## config.mk

```make
export PLATFORM = sky130hd
export DESIGN_NAME = rv32i_pipe_ctrl_flat
export DESIGN_NICKNAME = d
export VERILOG_FILES = /design/src/rtl/rv32i_pipe_ctrl_if.sv /design/src/rtl/rv32i_pipe_ctrl.sv /design/src/flat_wrapper.sv
export SDC_FILE = /design/constraint.sdc
export NUM_CORES = 1
export LEC_CHECK = 0
export BUFFER_PORTS_ARGS = -buffer_cell sky130_fd_sc_hd__buf_4
export CORE_ASPECT_RATIO = 0.9
export CORE_MARGIN = 8
export CORE_UTILIZATION = 47
export CTS_BUF_LIST = sky130_fd_sc_hd__clkbuf_16
export CTS_CLUSTER_SIZE = 10
export DETAILED_ROUTE_END_ITERATION = 10
export PLACE_DENSITY = 0.81
export SLEW_MARGIN = 30
export SYNTH_ARGS = -nofsm -noshare
export SYNTH_HDL_FRONTEND = slang
export SYNTH_SLANG_ARGS = --single-unit
```

## constraint.sdc

```tcl
create_clock -name clk_i -period 2.2 [get_ports clk_i]
set_clock_uncertainty 0.2 [all_clocks]
set_input_delay 0.11 -clock clk_i [delete_from_list [all_inputs] [get_ports clk_i]]
set_output_delay 0.11 -clock clk_i [all_outputs]
set_load 0.03 [all_outputs]
```

## src/rtl/rv32i_pipe_ctrl_if.sv

```systemverilog
// Handshake bundle between the RV32i pipeline sequencer and its requesters (hazard unit,
// imem/dmem handshakes) and consumers (stage registers).
interface rv32i_pipe_ctrl_if #(
    parameter int NUM_STAGES = 5,
    parameter int TIMEOUT_W  = 8
);
    logic                  issue_i;
    logic [NUM_STAGES-1:0] stall_req_i;
    logic [NUM_STAGES-1:0] flush_req_i;
    logic [NUM_STAGES-1:0] en_o;
    logic [NUM_STAGES-1:0] valid_o;
    logic                  retire_o;
    logic [TIMEOUT_W-1:0]  stall_cnt_o;
    logic                  timeout_o;

    modport master (
        output issue_i, stall_req_i, flush_req_i,
        input  en_o, valid_o, retire_o, stall_cnt_o, timeout_o
    );

    modport slave (
        input  issue_i, stall_req_i, flush_req_i,
        output en_o, valid_o, retire_o, stall_cnt_o, timeout_o
    );
endinterface

```

## src/rtl/rv32i_pipe_ctrl.sv

```systemverilog
// Pipeline sequencer: turns per-stage stall/flush requests into stage register enables and
// valid bits, with optional bubble collapse and a sticky stall watchdog.
module rv32i_pipe_ctrl #(
    parameter int NUM_STAGES      = 5,
    parameter int BUBBLE_COLLAPSE = 1,
    parameter int TIMEOUT_W       = 8,
    parameter int TIMEOUT         = 200
) (
    input  logic               clk_i,
    input  logic               rst_i,
    rv32i_pipe_ctrl_if.slave   bus
);
    localparam logic [TIMEOUT_W-1:0] CNT_MAX = '1;
    localparam logic [31:0]          TO_VAL  = TIMEOUT;

    logic [NUM_STAGES-1:0] r_valid;
    logic [TIMEOUT_W-1:0]  r_stall_cnt;
    logic                  r_timeout;

    logic [NUM_STAGES-1:0] w_req;
    logic [NUM_STAGES-1:0] w_fl;
    logic [NUM_STAGES-1:0] w_hold;
    logic [NUM_STAGES-1:0] w_fl_at;     // a live flush at this stage or any older one
    logic [NUM_STAGES-1:0] w_fl_above;  // a live flush strictly older than this stage
    logic [NUM_STAGES-1:0] w_in;
    logic [NUM_STAGES-1:0] w_valid_next;
    logic                  w_held;
    logic [31:0]           w_cnt_inc;

    genvar gi;
    generate
        for (gi = 0; gi < NUM_STAGES; gi++) begin : g_req
            assign w_req[gi] = bus.stall_req_i[gi] & r_valid[gi];
            assign w_fl[gi]  = bus.flush_req_i[gi] & r_valid[gi];
        end
    endgenerate

    // Hold and flush reach propagate from writeback toward fetch.
    always_comb begin
        logic v_hold_acc;
        logic v_fl_acc;
        w_hold     = '0;
        w_fl_at    = '0;
        w_fl_above = '0;
        v_hold_acc = 1'b0;
        v_fl_acc   = 1'b0;
        for (int k = NUM_STAGES - 1; k >= 0; k--) begin
            if (BUBBLE_COLLAPSE != 0) begin
                v_hold_acc = r_valid[k] & (w_req[k] | v_hold_acc);
            end else begin
                v_hold_acc = w_req[k] | v_hold_acc;
            end
            w_hold[k]     = v_hold_acc;
            w_fl_above[k] = v_fl_acc;
            v_fl_acc      = v_fl_acc | w_fl[k];
            w_fl_at[k]    = v_fl_acc;
        end
    end

    generate
        for (gi = 0; gi < NUM_STAGES; gi++) begin : g_stage
            if (gi == 0) begin : g_fetch
                assign w_in[gi] = bus.issue_i;
            end else begin : g_inner
                assign w_in[gi] = r_valid[gi-1] & ~w_hold[gi-1];
            end
            // Younger than the flusher: cleared. The flusher itself only drops what it would load.
            assign w_valid_next[gi] = w_fl_above[gi] ? 1'b0 :
                                      (w_hold[gi] ? r_valid[gi] : (w_in[gi] & ~w_fl_at[gi]));
        end
    endgenerate

    assign w_held    = |w_hold;
    assign w_cnt_inc = {{(32 - TIMEOUT_W){1'b0}}, r_stall_cnt} + 32'd1;

    always_ff @(posedge clk_i) begin
        if (rst_i) begin
            r_valid     <= '0;
            r_stall_cnt <= '0;
            r_timeout   <= 1'b0;
        end else begin
            r_valid <= w_valid_next;
            if (w_held) begin
                if (r_stall_cnt != CNT_MAX) begin
                    r_stall_cnt <= r_stall_cnt + TIMEOUT_W'(1);
                end
                if ((TIMEOUT != 0) && (w_cnt_inc == TO_VAL)) begin
                    r_timeout <= 1'b1;
                end
            end else begin
                r_stall_cnt <= '0;
            end
        end
    end

    assign bus.en_o        = rst_i ? '0 : ~w_hold;
    assign bus.retire_o    = ~rst_i & r_valid[NUM_STAGES-1] & ~w_hold[NUM_STAGES-1];
    assign bus.valid_o     = r_valid;
    assign bus.stall_cnt_o = r_stall_cnt;
    assign bus.timeout_o   = r_timeout;
endmodule

```

## src/flat_wrapper.sv

```systemverilog
// flat-port wrapper written by rule: the top's interface ports become plain ports
module rv32i_pipe_ctrl_flat 
#(
    parameter int NUM_STAGES      = 5,
    parameter int BUBBLE_COLLAPSE = 1,
    parameter int TIMEOUT_W       = 8,
    parameter int TIMEOUT         = 200
)
  (clk_i, rst_i, bus_issue_i, bus_stall_req_i, bus_flush_req_i, bus_en_o, bus_valid_o, bus_retire_o, bus_stall_cnt_o, bus_timeout_o);
  rv32i_pipe_ctrl_if #(.NUM_STAGES(NUM_STAGES), .TIMEOUT_W(TIMEOUT_W)) bus_i ();
  input  logic clk_i;
  input  logic rst_i;
  input wire logic [$bits(bus_i.issue_i)-1:0] bus_issue_i;
  input wire logic [$bits(bus_i.stall_req_i)-1:0] bus_stall_req_i;
  input wire logic [$bits(bus_i.flush_req_i)-1:0] bus_flush_req_i;
  output wire logic [$bits(bus_i.en_o)-1:0] bus_en_o;
  output wire logic [$bits(bus_i.valid_o)-1:0] bus_valid_o;
  output wire logic [$bits(bus_i.retire_o)-1:0] bus_retire_o;
  output wire logic [$bits(bus_i.stall_cnt_o)-1:0] bus_stall_cnt_o;
  output wire logic [$bits(bus_i.timeout_o)-1:0] bus_timeout_o;
  assign bus_i.issue_i = bus_issue_i;
  assign bus_i.stall_req_i = bus_stall_req_i;
  assign bus_i.flush_req_i = bus_flush_req_i;
  assign bus_en_o = bus_i.en_o;
  assign bus_valid_o = bus_i.valid_o;
  assign bus_retire_o = bus_i.retire_o;
  assign bus_stall_cnt_o = bus_i.stall_cnt_o;
  assign bus_timeout_o = bus_i.timeout_o;
  rv32i_pipe_ctrl #(.NUM_STAGES(NUM_STAGES), .BUBBLE_COLLAPSE(BUBBLE_COLLAPSE), .TIMEOUT_W(TIMEOUT_W), .TIMEOUT(TIMEOUT)) u_core (.clk_i(clk_i), .rst_i(rst_i), .bus(bus_i));
endmodule
```

==> metrics, run 1 <==
Die Height 55.9 µm; post-route ant nets 0; initial antenna violation count 0; Leak Pwr 0.513 nW; number of core rows 14; cell taking the most area after synthesis dfxtp_1; critical path class in -> reg; Final Hold Violating Endpoints 0; H-tree levels 1; Syn Inst Count 98; Clock Sinks 14; FMAX 479 MHz; Setup crit end u_core.bus.valid_o[0]$_SDFFE_PP0N_; CP most frequent cell dlygate4sd3_1; total power 0.708 mW; share of the synthesized area in the top cell type 0.337; largest net degree at the start of global routing 13; reg2reg end u_core.bus.valid_o[0]$_SDFFE_PP0N_; Seq pwr share 0.373; Slew HR 0.679; Clock power frac 0.502; Tot GR Track Use 0.146; Min Hold Slack 0.0162 ns; Initial Util 0.499; per-cell routed wire length 14.8 µm; Die Area 3370 µm²; area of the core 1660 µm²; Crit path max-delay family buffers and inverters; sequence of cells on the critical path dlygate4sd3_1 -> buf_4 -> a222oi_1 -> nand3b_1 -> a21oi_1 -> dlygate4sd3_1; Final min period 2.09 ns; TritonCTS clock tree yes; Max VDD drop 608 µV; Power Internal 0.542 mW; Post-DP HPWL 1.62 mm; PD cells 594 nW/µm²; Root Buffer clkbuf_16; worst setup path start bus_flush_req_i[4]; syn_area_per_cell 8.48 µm²; WL final 2.37 mm; Sw Ratio 0.235; # diodes 0; clk_lat worst skew 0.25 ns; RSZ-0062 raised after global routing no; worst min path class in -> reg; final worst path period share 0.950; status finished, final reports clean; Area Overhead vs Synth 43.5%; Synth area leaders dfxtp_1 (34%), a31oi_1 (5.3%), nor2_1 (5.0%); # IOs 33; Critical Path Fanout Max 3; post-route DRC violation count 0; Seq/Total Area, Yosys 0.337; worst slew pin tran 0.481 ns; grt ovf 0; slowest CP cell dlygate4sd3_1; Detailed Routing Iterations Pass 1 4; Critical path buffers and inverters 3; routed vias/inst 5.52; Post-synth EDFFs 0; Data arrival, critical path 2.08 ns; Net count, final 152; asr flop ratio synth 0; Reg-to-Reg Start u_core.bus.valid_o[4]$_SDFFE_PP0N_; CTS Buf Count 3; CP max stage delay 0.55 ns; internal reg-to-reg setup slack 0.20 ns; final setup fails 0; share of post-route cells with drive strength above 1 0.301; clock slew seen by the registers of the worst setup and hold paths 0.05 ns; Sw Pwr 0.166 mW; Slew Limit Fails 0; Synth Flop Type dfxtp_1; most numerous cell in the Yosys netlist dfxtp_1; die width 60.3 µm; port bufs 32; Commonest cells post-synth dfxtp_1 (14), nor2_1 (11), a31oi_1 (7), nand2_1 (7); Post-Syn Nets 113; R2R depth 6; mapped cell area 831 µm²; CP Capture Type flip-flop; Clock Tree Buf Depth 2; gpl congestion 0.848; max_cap viols 0; Logic pwr share 0.125; DR iter-0 viols 30; Worst Setup Start Kind input pin; via count 883; vias in the first global route 827; total negative setup slack 0 ns; Cell variety after synth 37; cell count along the critical path 6; synth warn 0; first-pass GRT wire length 3.69 mm; FF+latch count, synth 14; WP data required 2.19 ns
## kinds of logic (layout without fill, tap and decap cells)
| logic type | count (synthesis) | after routing | synth area share |
|---|---|---|---|
| simple gates | 39 | 39 | 0.252 |
| compound gates | 27 | 27 | 0.217 |
| flops | 14 | 14 | 0.337 |
| buf+inv | 10 | 48 | 0.0979 |
| xor+xnor | 4 | 4 | 0.0422 |
| fa+ha+maj | 2 | 2 | 0.0301 |
| mux | 2 | 2 | 0.0241 |
## stage by stage
step	util	std cells	cell area (µm²)	worst slack (ns)
2_1_floorplan	-	98	831	0.113
5_1_grt	0.717	160	1190	0.0227
3_3_place_gp	0.626	150	1040	0.281
3_5_place_dp	0.626	150	1040	0.202
4_1_cts	0.710	160	1180	0.0477
6_report	0.717	160	1190	0.110
## tightest hold or removal path, delay by kind of cell
family        cells  cell delay [ns]
simple gates      3             0.23
buf+inv           1             0.08
## worst min-delay path by stage
| stage | from | end | slack (ns) | depth (start not counted) |
|---|---|---|---|---|
| 6_report | bus_flush_req_i[3] | u_core.bus.valid_o[2]$_SDFFE_PP0N_ | 0.02 | 4 |
| 5_1_grt | bus_flush_req_i[2] | u_core.bus.valid_o[1]$_SDFFE_PP0N_ | 0.03 | 3 |
| 4_1_cts | bus_stall_req_i[3] | u_core.bus.valid_o[4]$_SDFFE_PP0N_ | 0.006 | 4 |
| 3_5_place_dp | bus_flush_req_i[4] | u_core.bus.valid_o[3]$_SDFFE_PP0N_ | 0.13 | 2 |
| 3_3_place_gp | bus_flush_req_i[4] | u_core.bus.valid_o[3]$_SDFFE_PP0N_ | 0.12 | 2 |
| 2_1_floorplan | bus_flush_req_i[4] | u_core.bus.valid_o[3]$_SDFFE_PP0N_ | 0.01 | 1 |
## registers in the layout (all words and copies together) (netlist names)
signal / count
u_core.bus.stall_cnt_o: 8
u_core.bus.valid_o: 5
u_core.bus.timeout_o: 1
## cell type report
cell class | instances | area (µm²)
repair buffers | 38 | 300
well taps | 24 | 30.0
clock inverters | 1 | 3.75
inverters | 6 | 22.5
flip-flops and latches | 14 | 280
clock buffers | 3 | 75.1
fillers | 146 | 472
multi-input cells | 74 | 480
## cells in the final DEF, fill, tap and decap left out, types with 2 or more instances in the layout
cell type / count
a21oi_1: 6
a31oi_1: 6
buf_4: 32
clkbuf_16: 3
dfxtp_1: 14
dlygate4sd3_1: 6
ha_1: 2
inv_1: 6
mux2i_1: 2
nand2_1: 7
nand2b_1: 2
nand3_1: 3
nand3b_1: 2
nor2_1: 11
nor3_1: 2
o21a_1: 2
o21ai_0: 3
xnor2_1: 3
## power by group through the flow
stage          logic (mW)  clock network, mW  registers, mW
2_1_floorplan      0.0339                  0          0.276
3_3_place_gp       0.0762                  0          0.269
3_5_place_dp       0.0776                  0          0.269
4_1_cts            0.0862              0.356          0.264
5_1_grt            0.0944              0.373          0.264
6_report           0.0885              0.355          0.264
## repair_timing
action / in CTS / in global routing
endpoints found under the setup margin: 0 / 2
hold endpoints to repair: 4 / 0
hold buffers: 6 / 0
resized for setup: 0 / 5
buffers inserted: 0 / 0
## metal layers
metal / GRT usage / vias up / wire [µm] / part of all wire
li1: - / 428 / - / -
met1: 0.149 / 420 / 910 / 0.38
met2: 0.223 / 29 / 1230 / 0.52
met3: 0.0808 / 6 / 166 / 0.070
met4: 0.0884 / 0 / 65 / 0.027
met5: 0 / - / 0 / 0
Power figures use the tool's default switching activity.
==> inputs of run 2 (changes only) <==
- HOLD_SLACK_MARGIN: unset -> 0.1
==> metrics, run 2 (synthesis results as in run 1) <==
worst setup margin 0.0997 ns; die width 60.3 µm; post-route cell area 1260 µm²; PD cells 564 nW/µm²; Final min period 2.10 ns; max_cap viols 0; CTS Buf Count 3; Worst Setup Start Kind input pin; Placed Area 1040 µm²; critical path class in -> reg; final setup fails 0; initial antenna violation count 0; clk_lat worst skew 0.25 ns; Slew HR 0.683; clock slew seen by the registers of the worst setup and hold paths 0.05 ns; Initial Util 0.499; Critical Path Fanout Max 3; worst min path class in -> reg; first-pass GRT wire length 4.03 mm; DR iter-0 viols 37; total negative setup slack 0 ns; # diodes 0; share of post-route cells with drive strength above 1 0.287; vias in the first global route 930; Post-DP HPWL 1.62 mm; Min Hold Slack 0.230 ns; WHS Path Cells 4; hold_sp bus_stall_req_i[2]; Slew Limit Fails 0; number of core rows 14; reg2reg end u_core.bus.valid_o[1]$_SDFFE_PP0N_; per-cell routed wire length 14.5 µm; largest net degree at the start of global routing 13; # IOs 33; CP max stage delay 0.54 ns; RSZ-0062 raised after global routing no; number of flip-flops under the largest register name 8; slowest CP cell dlygate4sd3_1; gpl congestion 0.848; internal reg-to-reg setup slack 0.13 ns; R2R depth 6; WP data required 2.19 ns; Clock Tree Buf Depth 2; CP most frequent cell dlygate4sd3_1; Die Height 55.9 µm; most frequent cells in the layout buf_4 (32), dfxtp_1 (14), dlygate4sd3_1 (13); Tot GR Track Use 0.151; status finished, final reports clean; final worst path period share 0.955; Detailed Routing Iterations Pass 1 4; post-route ant nets 0; worst setup path start bus_flush_req_i[4]; Max VDD drop 628 µV; Root Buffer clkbuf_16; Reg-to-Reg Start u_core.bus.valid_o[4]$_SDFFE_PP0N_; Critical path buffers and inverters 3; routed vias/inst 5.51; via count 920; worst slew pin tran 0.476 ns; Leak Pwr 0.543 nW; Final Hold Violating Endpoints 0; Hold Crit Endpoint u_core.bus.stall_cnt_o[7]$_SDFFE_PP0P_; total power 0.712 mW; Crit path max-delay family buffers and inverters; post-place setup slack 0.202 ns; CP Capture Type flip-flop; Post-CTS Setup Inserts 0; Die Area 3370 µm²; sequence of cells on the critical path dlygate4sd3_1 -> buf_4 -> a222oi_1 -> a31oi_1 -> nor2_1 -> dlygate4sd3_1; TritonCTS clock tree yes; commonest non-fill, non-tap cell in the layout buf_4; post-route DRC violation count 0; Data arrival, critical path 2.09 ns; FMAX 476 MHz; Net count, final 159; area of the core 1660 µm²; Filler Cells Inserted 128; H-tree levels 1; WL final 2.42 mm; port bufs 32; Area Overhead vs Synth 52.0%; Clock Sinks 14; grt ovf 0
[run 2: changes by cell type in the layout (fill, tap and decap cells not counted), sizes merged]
cell	delta
dlygate4sd3	+7
[run 2: how the worst max path moves through the flow]
| stage | endpoint | slack (ns) | depth (start not counted) |
|---|---|---|---|
| 2_1_floorplan | u_core.bus.timeout_o$_SDFFE_PP0P_ | 0.11 | 7 |
| 6_report | u_core.bus.valid_o[2]$_SDFFE_PP0N_ | 0.1 | 6 |
| 3_3_place_gp | u_core.bus.timeout_o$_SDFFE_PP0P_ | 0.28 | 6 |
| 5_1_grt | u_core.bus.valid_o[1]$_SDFFE_PP0N_ | 0.02 | 6 |
| 3_5_place_dp | u_core.bus.timeout_o$_SDFFE_PP0P_ | 0.20 | 6 |
| 4_1_cts | u_core.bus.valid_o[0]$_SDFFE_PP0N_ | 0.05 | 6 |
[run 2: what timing repair did]
action,4_1_cts,5_1_grt
hold buffers,13,0
setup endpoints to repair,0,4
resized for setup,0,5
hold endpoints to repair,6,0
[run 2: layout make-up]
cell class                      count  area (µm²)  area share
Multi-Input combinational cell     74         480       0.381
Tap cell                           24        30.0      0.0238
Clock buffer                        3        75.1      0.0595
Sequential cell                    14         280       0.222
Inverter                            6        22.5      0.0178
Timing Repair Buffer               45         370       0.293
Clock inverter                      1        3.75     0.00297
[run 2: per-layer routing]
metal | up-vias | wire length (µm) | track usage
li1 | 445 | - | -
met1 | 434 | 953 | 0.153
met2 | 34 | 1270 | 0.258
met3 | 7 | 166 | 0.0716
met4 | 0 | 37 | 0.0510
met5 | - | 0 | 0
[run 2: power breakdown]
group / total [mW] / internal (mW) / switching [mW]
logic: 0.0961 / 0.0481 / 0.0480
registers: 0.264 / 0.258 / 0.00572
clock network: 0.351 / 0.241 / 0.110
total: 0.712 / 0.547 / 0.164
[run 2: through the flow]
step	cells	util
global route	167	0.759
finish	167	0.759
global placement	150	0.626
CTS	167	0.752
detailed placement	150	0.626
floorplan	98	-
[run 2: worst register-to-register path, stage by stage (launching register included)]
cell	delay [ns]
dfxtp_1	0.41
and2_2	0.24
o21ai_2	0.08
a31oi_2	0.22
a31oi_1	0.08
dlygate4sd3_1	0.59
nor3b_1	0.17
